===== config.mk =====
export PLATFORM = sky130hd
export DESIGN_NAME = mem_stage_lsu_flat
export DESIGN_NICKNAME = d
export VERILOG_FILES = /design/src/rtl/mem_stage_lsu_if.sv /design/src/rtl/mem_stage_lsu.sv /design/src/flat_wrapper.sv
export SDC_FILE = /design/constraint.sdc
export NUM_CORES = 1
export LEC_CHECK = 0
export ABC_AREA = 1
export BUFFER_PORTS_ARGS = -buffer_cell sky130_fd_sc_hd__buf_2
export CORE_MARGIN = 4
export CORE_UTILIZATION = 40
export DETAILED_ROUTE_END_ITERATION = 7
export PLACE_DENSITY = 0.68
export SYNTH_ARGS = -nofsm -noshare
export SYNTH_HDL_FRONTEND = slang
export SYNTH_SLANG_ARGS = --single-unit

===== constraint.sdc =====
create_clock -name clk -period 3.4 [get_ports clk]
set_input_delay 0.68 -clock clk [delete_from_list [all_inputs] [get_ports clk]]
set_output_delay 0.68 -clock clk [all_outputs]
set_load 0.1 [all_outputs]

===== src/rtl/mem_stage_lsu_if.sv =====
// Data-memory bus between the memory-stage LSU (master) and data memory (slave).
// Word-addressed requests with byte enables; mem_ready both accepts and answers.
interface mem_stage_lsu_if #(
  parameter int ADDRESS_WIDTH = 32,
  parameter int DATA_WIDTH    = 32
);
  logic                     mem_req;
  logic                     mem_we;
  logic [ADDRESS_WIDTH-1:0] mem_addr;
  logic [DATA_WIDTH-1:0]    mem_wdata;
  logic [3:0]               mem_be;
  logic                     mem_ready;
  logic [DATA_WIDTH-1:0]    mem_rdata;

  modport master (
    output mem_req, mem_we, mem_addr, mem_wdata, mem_be,
    input  mem_ready, mem_rdata
  );

  modport slave (
    input  mem_req, mem_we, mem_addr, mem_wdata, mem_be,
    output mem_ready, mem_rdata
  );
endinterface


===== src/rtl/mem_stage_lsu.sv =====
// Memory-stage load/store unit: aligns/extends loads, builds store byte enables, stalls while busy.
// Optional watchdog abort of a stuck transaction is enabled with the LSU_TIMEOUT_EN macro.
module mem_stage_lsu #(
  parameter int ADDRESS_WIDTH  = 32,
  parameter int DATA_WIDTH     = 32,
  parameter int TIMEOUT_CYCLES = 16
) (
  input  logic                     clk,
  input  logic                     rst,
  input  logic                     i_MemReadM,
  input  logic                     i_MemWriteM,
  input  logic [2:0]               i_Funct3M,
  input  logic [ADDRESS_WIDTH-1:0] i_ALUResultM,
  input  logic [DATA_WIDTH-1:0]    i_WriteDataM,
  output logic [DATA_WIDTH-1:0]    o_ReadData,
  output logic                     o_StallM,
  output logic                     o_MisalignM,
  output logic                     o_BusErrM,
  mem_stage_lsu_if.master          io_mem
);

  typedef enum logic [1:0] {ST_IDLE, ST_BUSY, ST_DONE} state_t;

  state_t                   r_state;
  logic                     r_req;
  logic                     r_we;
  logic [ADDRESS_WIDTH-1:0] r_addr;
  logic [DATA_WIDTH-1:0]    r_wdata;
  logic [3:0]               r_be;
  logic [1:0]               r_offset;
  logic [2:0]               r_funct3;
  logic                     r_isLoad;
  logic [DATA_WIDTH-1:0]    r_readData;
  logic                     r_misalign;

  logic                     w_access;
  logic                     w_isLoad;
  logic [1:0]               w_offset;
  logic [2:0]               w_funct3;
  logic                     w_misalign;
  logic [3:0]               w_be;
  logic [DATA_WIDTH-1:0]    w_wdata;

  assign w_access = i_MemReadM | i_MemWriteM;
  assign w_isLoad = i_MemReadM;
  assign w_offset = i_ALUResultM[1:0];

  // Unknown size encodings behave as a full word.
  always_comb begin
    case (i_Funct3M)
      3'b000, 3'b001, 3'b010, 3'b100, 3'b101: w_funct3 = i_Funct3M;
      default:                                w_funct3 = 3'b010;
    endcase
  end

  always_comb begin
    w_misalign = 1'b0;
    w_be       = 4'b1111;
    w_wdata    = i_WriteDataM;
    case (w_funct3[1:0])
      2'b00: begin
        w_be    = 4'b0001 << w_offset;
        w_wdata = {4{i_WriteDataM[7:0]}};
      end
      2'b01: begin
        w_misalign = w_offset[0];
        w_be       = w_offset[1] ? 4'b1100 : 4'b0011;
        w_wdata    = {2{i_WriteDataM[15:0]}};
      end
      default: w_misalign = |w_offset;
    endcase
    if (w_isLoad) w_be = 4'b1111;
  end

  function automatic logic [31:0] extract(input logic [31:0] word, input logic [1:0] off,
                                          input logic [2:0] f3);
    logic [7:0]  b;
    logic [15:0] h;
    b = word[{off, 3'b000} +: 8];
    h = off[1] ? word[31:16] : word[15:0];
    case (f3)
      3'b000:  extract = {{24{b[7]}}, b};
      3'b100:  extract = {24'b0, b};
      3'b001:  extract = {{16{h[15]}}, h};
      3'b101:  extract = {16'b0, h};
      default: extract = word;
    endcase
  endfunction

`ifdef LSU_TIMEOUT_EN
  localparam int CW = $clog2(TIMEOUT_CYCLES + 1);
  logic [CW-1:0] r_count;
  logic          r_busErr;
  assign o_BusErrM = r_busErr;
`else
  logic w_unusedTimeout;
  assign w_unusedTimeout = (TIMEOUT_CYCLES != 0);
  assign o_BusErrM       = 1'b0;
`endif

  // DONE lasts one cycle so the M instruction can leave before a new access is accepted.
  always_ff @(posedge clk) begin
    if (rst) begin
      r_state    <= ST_IDLE;
      r_req      <= 1'b0;
      r_we       <= 1'b0;
      r_addr     <= '0;
      r_wdata    <= '0;
      r_be       <= '0;
      r_offset   <= '0;
      r_funct3   <= '0;
      r_isLoad   <= 1'b0;
      r_readData <= '0;
      r_misalign <= 1'b0;
`ifdef LSU_TIMEOUT_EN
      r_count    <= '0;
      r_busErr   <= 1'b0;
`endif
    end else begin
      r_misalign <= 1'b0;
`ifdef LSU_TIMEOUT_EN
      r_busErr   <= 1'b0;
`endif
      case (r_state)
        ST_IDLE: begin
          if (w_access) begin
            if (w_misalign) begin
              r_misalign <= 1'b1;
              r_readData <= '0;
            end else begin
              r_req    <= 1'b1;
              r_we     <= i_MemWriteM & ~i_MemReadM;
              r_addr   <= {i_ALUResultM[ADDRESS_WIDTH-1:2], 2'b00};
              r_be     <= w_be;
              r_wdata  <= w_wdata;
              r_offset <= w_offset;
              r_funct3 <= w_funct3;
              r_isLoad <= w_isLoad;
              r_state  <= ST_BUSY;
`ifdef LSU_TIMEOUT_EN
              r_count  <= '0;
`endif
            end
          end
        end
        ST_BUSY: begin
          if (io_mem.mem_ready) begin
            r_req <= 1'b0;
            if (r_isLoad) r_readData <= extract(io_mem.mem_rdata, r_offset, r_funct3);
            r_state <= ST_DONE;
          end
`ifdef LSU_TIMEOUT_EN
          else if (r_count == CW'(TIMEOUT_CYCLES - 1)) begin
            r_req      <= 1'b0;
            r_readData <= '0;
            r_busErr   <= 1'b1;
            r_state    <= ST_DONE;
          end else begin
            r_count <= r_count + 1'b1;
          end
`endif
        end
        ST_DONE: r_state <= ST_IDLE;
        default: r_state <= ST_IDLE;
      endcase
    end
  end

  assign o_StallM = ~rst & (((r_state == ST_IDLE) & w_access & ~w_misalign) |
                            (r_state == ST_BUSY));

  assign o_ReadData       = r_readData;
  assign o_MisalignM      = r_misalign;
  assign io_mem.mem_req   = r_req;
  assign io_mem.mem_we    = r_we;
  assign io_mem.mem_addr  = r_addr;
  assign io_mem.mem_wdata = r_wdata;
  assign io_mem.mem_be    = r_be;

endmodule

===== src/flat_wrapper.sv =====
// flat-port wrapper written by rule: the top's interface ports become plain ports
module mem_stage_lsu_flat 
#(
  parameter int ADDRESS_WIDTH  = 32,
  parameter int DATA_WIDTH     = 32,
  parameter int TIMEOUT_CYCLES = 16
)
  (clk, rst, i_MemReadM, i_MemWriteM, i_Funct3M, i_ALUResultM, i_WriteDataM, o_ReadData, o_StallM, o_MisalignM, o_BusErrM, io_mem_mem_req, io_mem_mem_we, io_mem_mem_addr, io_mem_mem_wdata, io_mem_mem_be, io_mem_mem_ready, io_mem_mem_rdata);
  mem_stage_lsu_if #(.ADDRESS_WIDTH(ADDRESS_WIDTH), .DATA_WIDTH(DATA_WIDTH)) io_mem_i ();
  input  logic clk;
  input  logic rst;
  input  logic i_MemReadM;
  input  logic i_MemWriteM;
  input  logic [2:0] i_Funct3M;
  input  logic [ADDRESS_WIDTH-1:0] i_ALUResultM;
  input  logic [DATA_WIDTH-1:0] i_WriteDataM;
  output logic [DATA_WIDTH-1:0] o_ReadData;
  output logic o_StallM;
  output logic o_MisalignM;
  output logic o_BusErrM;
  output wire logic [$bits(io_mem_i.mem_req)-1:0] io_mem_mem_req;
  output wire logic [$bits(io_mem_i.mem_we)-1:0] io_mem_mem_we;
  output wire logic [$bits(io_mem_i.mem_addr)-1:0] io_mem_mem_addr;
  output wire logic [$bits(io_mem_i.mem_wdata)-1:0] io_mem_mem_wdata;
  output wire logic [$bits(io_mem_i.mem_be)-1:0] io_mem_mem_be;
  input wire logic [$bits(io_mem_i.mem_ready)-1:0] io_mem_mem_ready;
  input wire logic [$bits(io_mem_i.mem_rdata)-1:0] io_mem_mem_rdata;
  assign io_mem_mem_req = io_mem_i.mem_req;
  assign io_mem_mem_we = io_mem_i.mem_we;
  assign io_mem_mem_addr = io_mem_i.mem_addr;
  assign io_mem_mem_wdata = io_mem_i.mem_wdata;
  assign io_mem_mem_be = io_mem_i.mem_be;
  assign io_mem_i.mem_ready = io_mem_mem_ready;
  assign io_mem_i.mem_rdata = io_mem_mem_rdata;
  mem_stage_lsu #(.ADDRESS_WIDTH(ADDRESS_WIDTH), .DATA_WIDTH(DATA_WIDTH), .TIMEOUT_CYCLES(TIMEOUT_CYCLES)) u_core (.clk(clk), .rst(rst), .i_MemReadM(i_MemReadM), .i_MemWriteM(i_MemWriteM), .i_Funct3M(i_Funct3M), .i_ALUResultM(i_ALUResultM), .i_WriteDataM(i_WriteDataM), .o_ReadData(o_ReadData), .o_StallM(o_StallM), .o_MisalignM(o_MisalignM), .o_BusErrM(o_BusErrM), .io_mem(io_mem_i));
endmodule

Word level (Yosys, flattened, before mapping)
Index checks and enable logic that the tools add are counted.
{"block": "totals", "ff_bits": 109, "in_bits": 104, "out_inout_bits": 105, "word_cells": 72}
{"block": "op_classes", "n_eq_ne": 14, "shift": 2, "n_mux": 22, "bitwise": 11, "n_reduce_logical": 12}
{"cell": "$mux W32", "count": 4}
{"cell": "$pmux W32 S2", "count": 2}
{"cell": "$pmux W32 S4", "count": 1}
{"cell": "$shiftx A32 B6 Y8", "count": 1}
{"cell": "$mux W16", "count": 1}
{"cell": "$eq A3 B3 Y1 const B", "count": 4}
{"cell": "$mux W4", "count": 2}
{"cell": "$pmux W4 S2", "count": 1}
{"cell": "$eq A3 B1 Y1 const B", "count": 2}
{"cell": "$logic_not A3 Y1", "count": 2}
{"cell": "$mux W2", "count": 3}
{"cell": "$ne A2 B1 Y1 const B", "count": 3}
{"cell": "$reduce_and A3 Y1", "count": 2}
{"cell": "$not A1 Y1", "count": 5}
{"cell": "$reduce_and A5 Y1", "count": 1}
{"cell": "$reduce_or A5 Y1", "count": 1}
{"cell": "$and A1 B1 Y1", "count": 4}
{"cell": "$eq A2 B1 Y1 const B", "count": 2}
{"cell": "$logic_not A2 Y1", "count": 2}
{"cell": "$mux W1", "count": 4}
{"cell": "$ne A2 B2 Y1 const B", "count": 2}
{"cell": "$pmux W1 S2", "count": 2}
{"cell": "$pmux W2 S2", "count": 1}
{"cell": "$reduce_and A4 Y1", "count": 1}
{"cell": "other kinds (7)", "count": 8}

Longest topological paths before layout
Gate-level depths: netlist of run 1.
{"block": "depth", "word_depth": 9, "ltp_mapped": 10, "mapped_depth_nobuf": 9}

Worst setup path after synthesis of run 1
No wires, ideal clock.
{"block": "synth_timing", "path_type": "in2out", "start": "in i_Funct3M[1]", "end": "out o_StallM", "arrival_ps": 2772, "required_time_ps": 2720, "slack_ps": -52, "path_stages": 7, "n_path_buf": 2, "path_cell_list": "inv_2 -> nand2_4 -> nand2_4 -> nand2_2 -> buf_6 -> buf_2 -> a21oi_1"}
{"block": "synth_between", "elab_chain_len": 9}
{"item": "start: declaration", "line_no": "flat_wrapper.sv:14", "rtl": "input logic [2:0] i_Funct3M;"}
{"item": "$eq A3 B1 Y1, or another cell as far along", "line_no": "mem_stage_lsu.sv:50", "rtl": "case (i_Funct3M)"}
{"item": "$reduce_or A5 Y1", "line_no": "mem_stage_lsu.sv:50"}
{"item": "$mux W3 (*)", "line_no": "mem_stage_lsu.sv:50"}
{"item": "$eq A2 B1 Y1 / $logic_not A2 Y1 (equally long branches)", "line_no": "mem_stage_lsu.sv:60", "rtl": "case (w_funct3[1:0])"}
{"item": "$pmux W1 S2 (*)", "line_no": "mem_stage_lsu.sv:60"}
{"item": "$not A1 Y1 (*)", "line_no": "mem_stage_lsu.sv:169", "rtl": "assign o_StallM = ~rst & (((r_state == ST_IDLE) & w_access & ~w_misalign) |"}
{"item": "$and A1 B1 Y1 (*)", "line_no": "mem_stage_lsu.sv:169"}
{"item": "$or A1 B1 Y1 (*)", "line_no": "mem_stage_lsu.sv:169"}
{"item": "$and A1 B1 Y1 (*)", "line_no": "mem_stage_lsu.sv:169"}
{"item": "end: declaration", "line_no": "flat_wrapper.sv:18", "rtl": "output logic o_StallM;"}
Every way passes the cells marked *; elsewhere a longest branch is shown, timed or not.

Final worst setup path of run 1
Same ends and word-level chain as after synthesis.

==> results list, run 1 <==
* Total routed wirelength: 15400 microns
- Diodes inserted: 0
- Die height: ~120 microns
* Transition time of the tightest slew-check pin: roughly 0.76 ns
* Count of endpoints failing hold in the final timing report: 0
* Worst-skew pair later-pin latency: 0.35 ns
- Cell depth of the worst flop-to-flop path: 8
- Post-DR wirelength/cell: between 10 and 15 microns
- Width of the chip: 120 microns
- The worst hold path begins at u_core.io_mem.mem_we.
* Crit path kind: in -> out
- In this run the power density over the cells is roughly 670 nW/um^2.
- Hold depth: 2
- The final route contains between 5000 and 6000 vias.
- Per report_power, the sequential group accounts for approximately 34% of the total.
- Prior to clock tree synthesis, the placed netlist has a worst setup slack of roughly 0.94 ns.
* Initial core utilization: about two fifths
- Routed Antenna Nets: 0
- Dominant combinational cell family by area after synthesis: simple AND/OR/NAND/NOR gates
* Slowest Stage Delay on Critical Path: about 0.23 ns
- The mapped netlist covers a little over 5000 sq um.
- Hold buffer count at CTS: 0
* Layout overhead on the synthesized area: 27.6%
* Arrival time at the worst endpoint: about 1.8 ns
* Remaining global-route overflow: 0
* HPWL after detailed placement: around 11000 microns
* Number of port buffers: 205
* Kind of path behind the tightest hold check: reg -> reg
* Post-DR vias/cell: around 4.8
* Most common cell type on the critical path: nand2_4
- First-pass GRT wire length: roughly 25000 microns
* Clock tree from TritonCTS: done
* Distinct cell type count of the synthesized netlist: 27
- Origin of the worst setup path: i_Funct3M[1]
- Sequential elements use 43.2% of the synthesized area.
* Synth Warn #: 0
- Among all flip-flop cells after synthesis, the most frequent one is dfxtp_1.
- Setup repair after global routing left no endpoint under its margin.
- The detailed router finished its first iteration with ~430 violations.
- Most common cell after layout, fill and taps aside: buf_2
- In the final design database the tool counted ~1000 nets.
- The die covers about 14000 sq um.
* Clock network fraction of design power: 25.1%
* Instance count after placement with tap cells included: between 1000 and 1500
- Clock sink count: around 110
* Worst Hold Margin: 0.463 ns
- Setup slack on the critical path of the routed design comes to a little under 1 ns.
- Setup skew after layout: ~0.0064 ns
- Share of post-route cells with drive strength above 1: 26.8%
- For this run, design rule violations remaining after detail routing come to 0.
* Largest net degree at the start of global routing: 46
* Final standard cell count with taps included and fillers excluded: around 1100
- The startpoint identified for the worst register-to-register timing path is u_core.r_state[1].
- In this run, post-CTS repair resized a total of 0 instances.
- In the layout the commonest cells are buf_2, nand2_1, nor2_1.
* Area of the core: 12200 sq um
- TritonCTS buffer count: 9
- Row generation in the floorplan step produced 40 rows.
- In the synthesized netlist the async set-or-reset flop fraction comes to 0%.
- Summing internal, switching and leakage power gives 4.33 mW.
- Cell leakage power: 3.25 nW
- The synthesized netlist devotes 0% of its cell area to adder and majority cells.
- # Post-CTS Setup Buffers: 0
* Post-synthesis simple-gate area fraction: approximately 24%
* Placer congestion estimate: about 0.86
- Count of TritonRoute iterations in the first routing pass: 5
* Total Negative Setup Slacks: 0 ns
- Counting every instance in the synthesized netlist gives 751.
- Chain of cells forming the critical path: buf_2 > inv_2 > nand2_4 > nand2_4 > nand2_2 > a21oi_2 > buf_12
- Max Fclk: 411 MHz
- Max-slew violation count: 0
- Number of global-route vias before repair: roughly 5000
- Number of enable flip-flop cells after synthesis: 0
* P_int: around 2.3 mW
* H-tree level count: 3
- Psw: 2.02 mW
* Count of endpoints failing setup in the final report: 0
- FF+latch count, synth: 109
- Final worst path period need: around 2.4 ns
- Of the total power, the share spent switching nets is about 47%.
* Peak supply drop: about 0.28 mV
- Standard cell with the maximum stage delay on the critical path: inv_2
- Clock Tree Buf Depth: 2
- Of the total synthesized cell area, the portion taken by XOR and XNOR cells is 0%.
- Combinational cell fraction of total power: between 40 and 50%
- Clock root cell: clkbuf_16
- The worst setup path is captured at an output port.
* Mean cell area of the mapped netlist: about 6.7 sq um
- Number of antenna violations at the first check in global routing: 0
- Of the available clock period, the critical path in the final layout requires between 70 and 80%.
- Clock slew at the register clock pins of the worst setup and hold paths: roughly 0.07 ns
- Maximum fanout along the worst path: 17
* Compound-cell area share of the yosys netlist: a little over a fifth
* Max-cap violations: 0
* Fraction of synthesized area in multiplexers: 0%
- At the worst endpoint, the required time is 2.72 ns.
- Worst slew margin relative to its limit: 49.2%
- Global routing used a little over a fifth of the available tracks.
- STA classifies the critical path startpoint as an input pin.
- Number of top-level pins: 209
- The run finished with clean final reports.
path summary, 6_finish.rpt:
kind / to / slack [ns]
min: u_core.io_mem.mem_we / 0.46
max: o_StallM / 0.97
min reg2reg: u_core.io_mem.mem_we / 0.46
max reg2reg: u_core.io_mem.mem_be[2] / 1.59
worst max-delay path, delay by kind of cell:
family                 cells  cell delay, ns
buffers and inverters      3            0.54
AND/OR/NAND/NOR            3            0.32
AO/OA/AOI/OAI              1            0.20
power groups by stage:
| stage | Clock [mW] | Sequential [mW] | Combinational [mW] |
|---|---|---|---|
| after floorplan | 0 | 2.47 | 0.505 |
| after global placement | 0 | 1.51 | 1.76 |
| after detailed placement | 0 | 1.51 | 1.76 |
| after CTS | 1.11 | 1.49 | 1.76 |
| after global routing | 1.17 | 1.50 | 1.87 |
| final | 1.08 | 1.49 | 1.76 |
flip-flops by register name (all words and copies together), names as in the netlist, 2 cells and up:
name / count
u_core.r_offset: 2
u_core.o_ReadData: 32
u_core.io_mem.mem_be: 4
u_core.r_funct3: 3
u_core.io_mem.mem_wdata: 32
u_core.io_mem.mem_addr: 30
u_core.r_state: 2
Yosys cell counts, types with 2 or more instances:
cell | instances | area [sq um]
nand2_1 | 159 | 597
nor2_1 | 121 | 454
dfxtp_1 | 109 | 2180
a21oi_1 | 102 | 510
o21ai_0 | 86 | 430
inv_1 | 62 | 233
buf_2 | 18 | 90.1
clkbuf_1 | 18 | 67.6
nand3_1 | 13 | 65.1
a31oi_1 | 12 | 75.1
o21ai_1 | 9 | 45.0
buf_4 | 8 | 60.1
inv_2 | 5 | 18.8
nand2_2 | 5 | 31.3
buf_1 | 4 | 15.0
buf_6 | 3 | 33.8
nor3_1 | 3 | 15.0
clkinv_1 | 2 | 7.51
nand2_4 | 2 | 22.5
o211a_1 | 2 | 20.0
o21a_1 | 2 | 15.0
kinds of logic after synthesis:
family,Yosys count
AOI/OAI and AO/OA,214
buffers and inverters,120
DFF,109
other,1
and+or+nand+nor,307
per-stage QoR:
step           utilization [%]  area, sq um
5_1_grt                   52.9         6440
6_report                  52.9         6440
3_5_place_dp              50.4         6130
4_1_cts                   52.9         6440
3_3_place_gp              50.4         6130
2_1_floorplan                -         5060
final cells by class:
type	count	area, sq um
clock buffers	9	225
fillers	1281	5720
repair buffers	215	1130
multi-input cells	524	2350
clock inverters	7	83.8
inverters	69	259
flip-flops and latches	109	2180
well taps	168	210
layer usage:
metal | track usage [%] | wire length, microns
met3 | 5.38 | 1240
met2 | 35.1 | 7380
met4 | 9.14 | 406
met1 | 25.6 | 6330
met5 | 0 | 0
Power figures use the tool's default switching activity.
==> inputs of run 2 (changes only) <==
--- a/config.mk
+++ b/config.mk
@@ -5,12 +5,12 @@
 export SDC_FILE = /design/constraint.sdc
 export NUM_CORES = 1
 export LEC_CHECK = 0
-export ABC_AREA = 1
+export ABC_AREA = 0
 export BUFFER_PORTS_ARGS = -buffer_cell sky130_fd_sc_hd__buf_2
 export CORE_MARGIN = 4
 export CORE_UTILIZATION = 40
 export DETAILED_ROUTE_END_ITERATION = 7
-export PLACE_DENSITY = 0.68
+export PLACE_DENSITY = 0.69
 export SYNTH_ARGS = -nofsm -noshare
 export SYNTH_HDL_FRONTEND = slang
 export SYNTH_SLANG_ARGS = --single-unit
==> constraint.sdc (replaced) <==
create_clock -name clk -period 2.45 [get_ports clk]
set_input_delay 0.49 -clock clk [delete_from_list [all_inputs] [get_ports clk]]
set_output_delay 0.49 -clock clk [all_outputs]
set_load 0.1 [all_outputs]
==> results list, run 2 <==
- For this run, the slowest stage of the critical path takes between 0.3 and 0.4 ns.
- Of the available clock period, the critical path in the final layout requires between 80% and 90%.
- Routed Antenna Nets: 0
- Pre-CTS worst setup slack: approximately 0.42 ns
- FF+latch count, synth: roughly 110
* Chain of cells forming the critical path: nor2_1 > o221ai_4 > a21oi_4 > buf_12
- Most frequent cells in the layout: buf_2, nand2_1, dfxtp_1
- Global routing finished with a remaining overflow of 0.
- The routed design has about 15000 microns of wire.
- Final worst path period need: roughly 2.1 ns
- For this design the static power due to leakage is about 2.9 nW.
- Layout overhead on the synthesized area: 29.6%
- The total area inside the core boundary comes to ~12000 sq um.
- Origin of the worst setup path: u_core.r_state[1]
- CTS built an H-tree with a depth of 3.
- Ranking of synthesized cells by area: dfxtp_1, nand2_1, a21oi_1
- Arrival time at the worst endpoint: between 1.5 and 2 ns
- Share of Yosys cell area claimed by the top area cell type: between 40% and 50%
- After detailed placement, the total cell area comes to 5940 sq um.
- FF-to-FF Start: u_core.r_funct3[1]
- The worst hold path passes through 3 cells.
* Clock sink count: approximately 110
- Power spread over the standard cell area amounts to 804 nW/um^2.
- In this run the count of I/O pins placed on the die edge is around 210.
* # Post-CTS Setup Buffers: 0
- Hold buffer count at CTS: 0
* Most used standard cell by instance count after synthesis: nand2_1
- Register area: 2180 sq um
* Max-cap violations: 0
- Clock tree synthesis inserted a total of 9 buffers.
- On the final layout, the worst hold slack is 0.368 ns.
- Leading register cell type out of synthesis: dfxtp_1
* Clock Tree Buf Depth: 2
* Multi-input combinational cell area: ~2400 sq um
* Post-CTS Resized: 0
- Kind of path behind the tightest hold check: in -> reg
* Total Routing Usage GR: 20.6%
* Maximum fanout along the worst path: 6
- The number of cells on the worst reg-to-reg path is 4.
- Standard cell with the maximum stage delay on the critical path: nor2_1
- Across the VDD grid, the largest voltage drop is roughly 0.43 mV.
* Register-to-register path setup slack: around 0.46 ns
- Cell type contributing the most total cell area after synthesis: dfxtp_1
* Mean cell area of the mapped netlist: approximately 8.5 sq um
- Clock tree from TritonCTS: done
- Power, Total: roughly 5 mW
* Synth Warn #: 0
* Count of endpoints failing hold in the final timing report: 0
- RSZ-0062 raised after global routing: false
* Met2 track demand over resource in global routing: about a third
- Capturing point of the worst reg2reg path: u_core.o_ReadData[30]
- Diodes inserted: 0
- Area of the mapped netlist: around 4800 sq um
- Setup total negative slack on the finished layout was measured at 0 ns.
- met2 is the most crowded layer.
- Worst-skew pair later-pin latency: 0.35 ns
* First-pass GRT wire length: approximately 24000 microns
- The worst setup path is launched from a flop.
- Entering global routing, the biggest net connects 91 pins.
- Count of fill cells added during filler insertion: roughly 1100
- Count of TritonRoute iterations in the first routing pass: 4
- Clock root cell: clkbuf_16
- Worst slew margin relative to its limit: ~30%
- Setup violations remaining at the end of the flow were counted as 0.
- Final-stage net count: between 800 and 900
- The critical path is of the reg -> out type.
- Setup skew after layout: between 0.009 and 0.01 ns
- Distinct cell type count of the synthesized netlist: between 40 and 50
- Transition time of the tightest slew-check pin: ~1.1 ns
- The flow ran to the end, and the final reports show no timing, DRC or antenna violations.
- In the global route stage, met1 resource usage came out at between 20 and 25%.
* Share of flip-flops with an asynchronous set or reset: 0%
* HP Start: i_ALUResultM[3]
- The die is between 100 and 150 microns tall.
- Number of cells produced by synthesis: between 500 and 600
* Share of post-route cells with drive strength above 1: 33.1%
- Max Fclk: 477 MHz
- Number of DRC violations after detailed routing: 0
- Width of the chip: roughly 120 microns
- The path with the worst hold slack has its endpoint at u_core.io_mem.mem_addr[3].
* Starting DRC count in detailed routing: 236
* Via count of the routed design: between 4000 and 5000
* Share of synthesized area occupied by flip-flops and latches: between 40 and 50%
- Placer congestion estimate: around 0.86
- Across all setup checks in the final design, the least slack found is ~0.35 ns.
- Max-slew violation count: 0
- Clock slew at the register clock pins of the worst setup and hold paths: ~0.080 ns
* Number of enable flip-flop cells after synthesis: 0
* Post-DR wirelength/cell: 16.3 microns
- Die area: 13900 sq um
* Most common cell after layout, fill and taps aside: buf_2
* Data required time at the worst endpoint: slightly below 2 ns
- Post-DR vias/cell: 5.28
- The initial utilization of the core area, before any placement, comes to about two fifths.
- Leading post-synthesis cells by instance count: nand2_1, dfxtp_1, a21oi_1
* Number of port buffers: ~210
- Number of global-route vias before repair: roughly 4700
- The worst setup path is captured at an output port.
- Number of core rows: 39
* Met3 usage in global routing: about 6%
- Number of antenna violations at the first check in global routing: 0
* WP buf/inv: 1
* Final Cell Area: about 6300 sq um
- HPWL after detailed placement: roughly 11000 microns
- The kind of cell with the highest combined delay along the critical path is compound AO/OA/AOI/OAI gates.
[run 2: changes by cell type in the layout (fill, tap and decap cells not counted), moves of 12 or more]
cell	before	now
a21o_1	0	16
a21oi_1	101	64
a22o_1	0	18
a31oi_1	12	0
inv_1	62	1
mux2i_1	0	16
nand2_1	159	130
nand2b_1	0	12
nand3_1	13	1
nor2_1	121	30
o21ai_0	86	30
[run 2: kinds of logic after synthesis]
family / synth area share (%)
and+or+nand+nor: 19.0
DFF: 45.1
AOI/OAI and AO/OA: 25.3
buffers and inverters: 5.30
other: 0.0774
muxes: 5.32
[run 2: cell type report]
type / count / area share [%]
tap: 143 / 2.85
inverter: 2 / 0.120
clock buffer: 10 / 3.81
clock inverter: 6 / 1.48
timing repair buffer: 218 / 18.3
multi-input combinational: 410 / 38.6
sequential: 109 / 34.8
[run 2: metal layers]
layer	vias up	wire length, microns
met4	0	424
li1	2350	-
met1	2200	6150
met3	27	1100
met5	-	0
met2	166	6950
[run 2: through the flow]
stage / instances / utilization, %
3_3_place_gp: 882 / 51.2
6_report: 898 / 54.0
4_1_cts: 898 / 54.0
5_1_grt: 898 / 54.0
2_1_floorplan: 573 / -
3_5_place_dp: 882 / 51.2
[run 2: worst max-delay path by stage]
stage	endpoint	slack [ns]	cells after the start
final	o_StallM	0.35	4
after floorplan	o_StallM	0.02	6
after global placement	o_StallM	0.48	5
after global routing	o_StallM	0.23	4
after CTS	o_StallM	0.34	4
after detailed placement	u_core.io_mem.mem_wdata[10]	0.42	6
[run 2: power breakdown]
group,internal (mW),switching (mW)
combinational,0.323,1.17
clock,0.932,0.676
sequential,1.88,0.0639
total,3.13,1.91
[run 2: worst reg2reg max path, stage by stage (launching register included)]
cell and delay [ns]:
dfxtp_1 0.76, buf_4 0.41, a221oi_4 0.11, a21boi_4 0.45, a22o_1 0.22
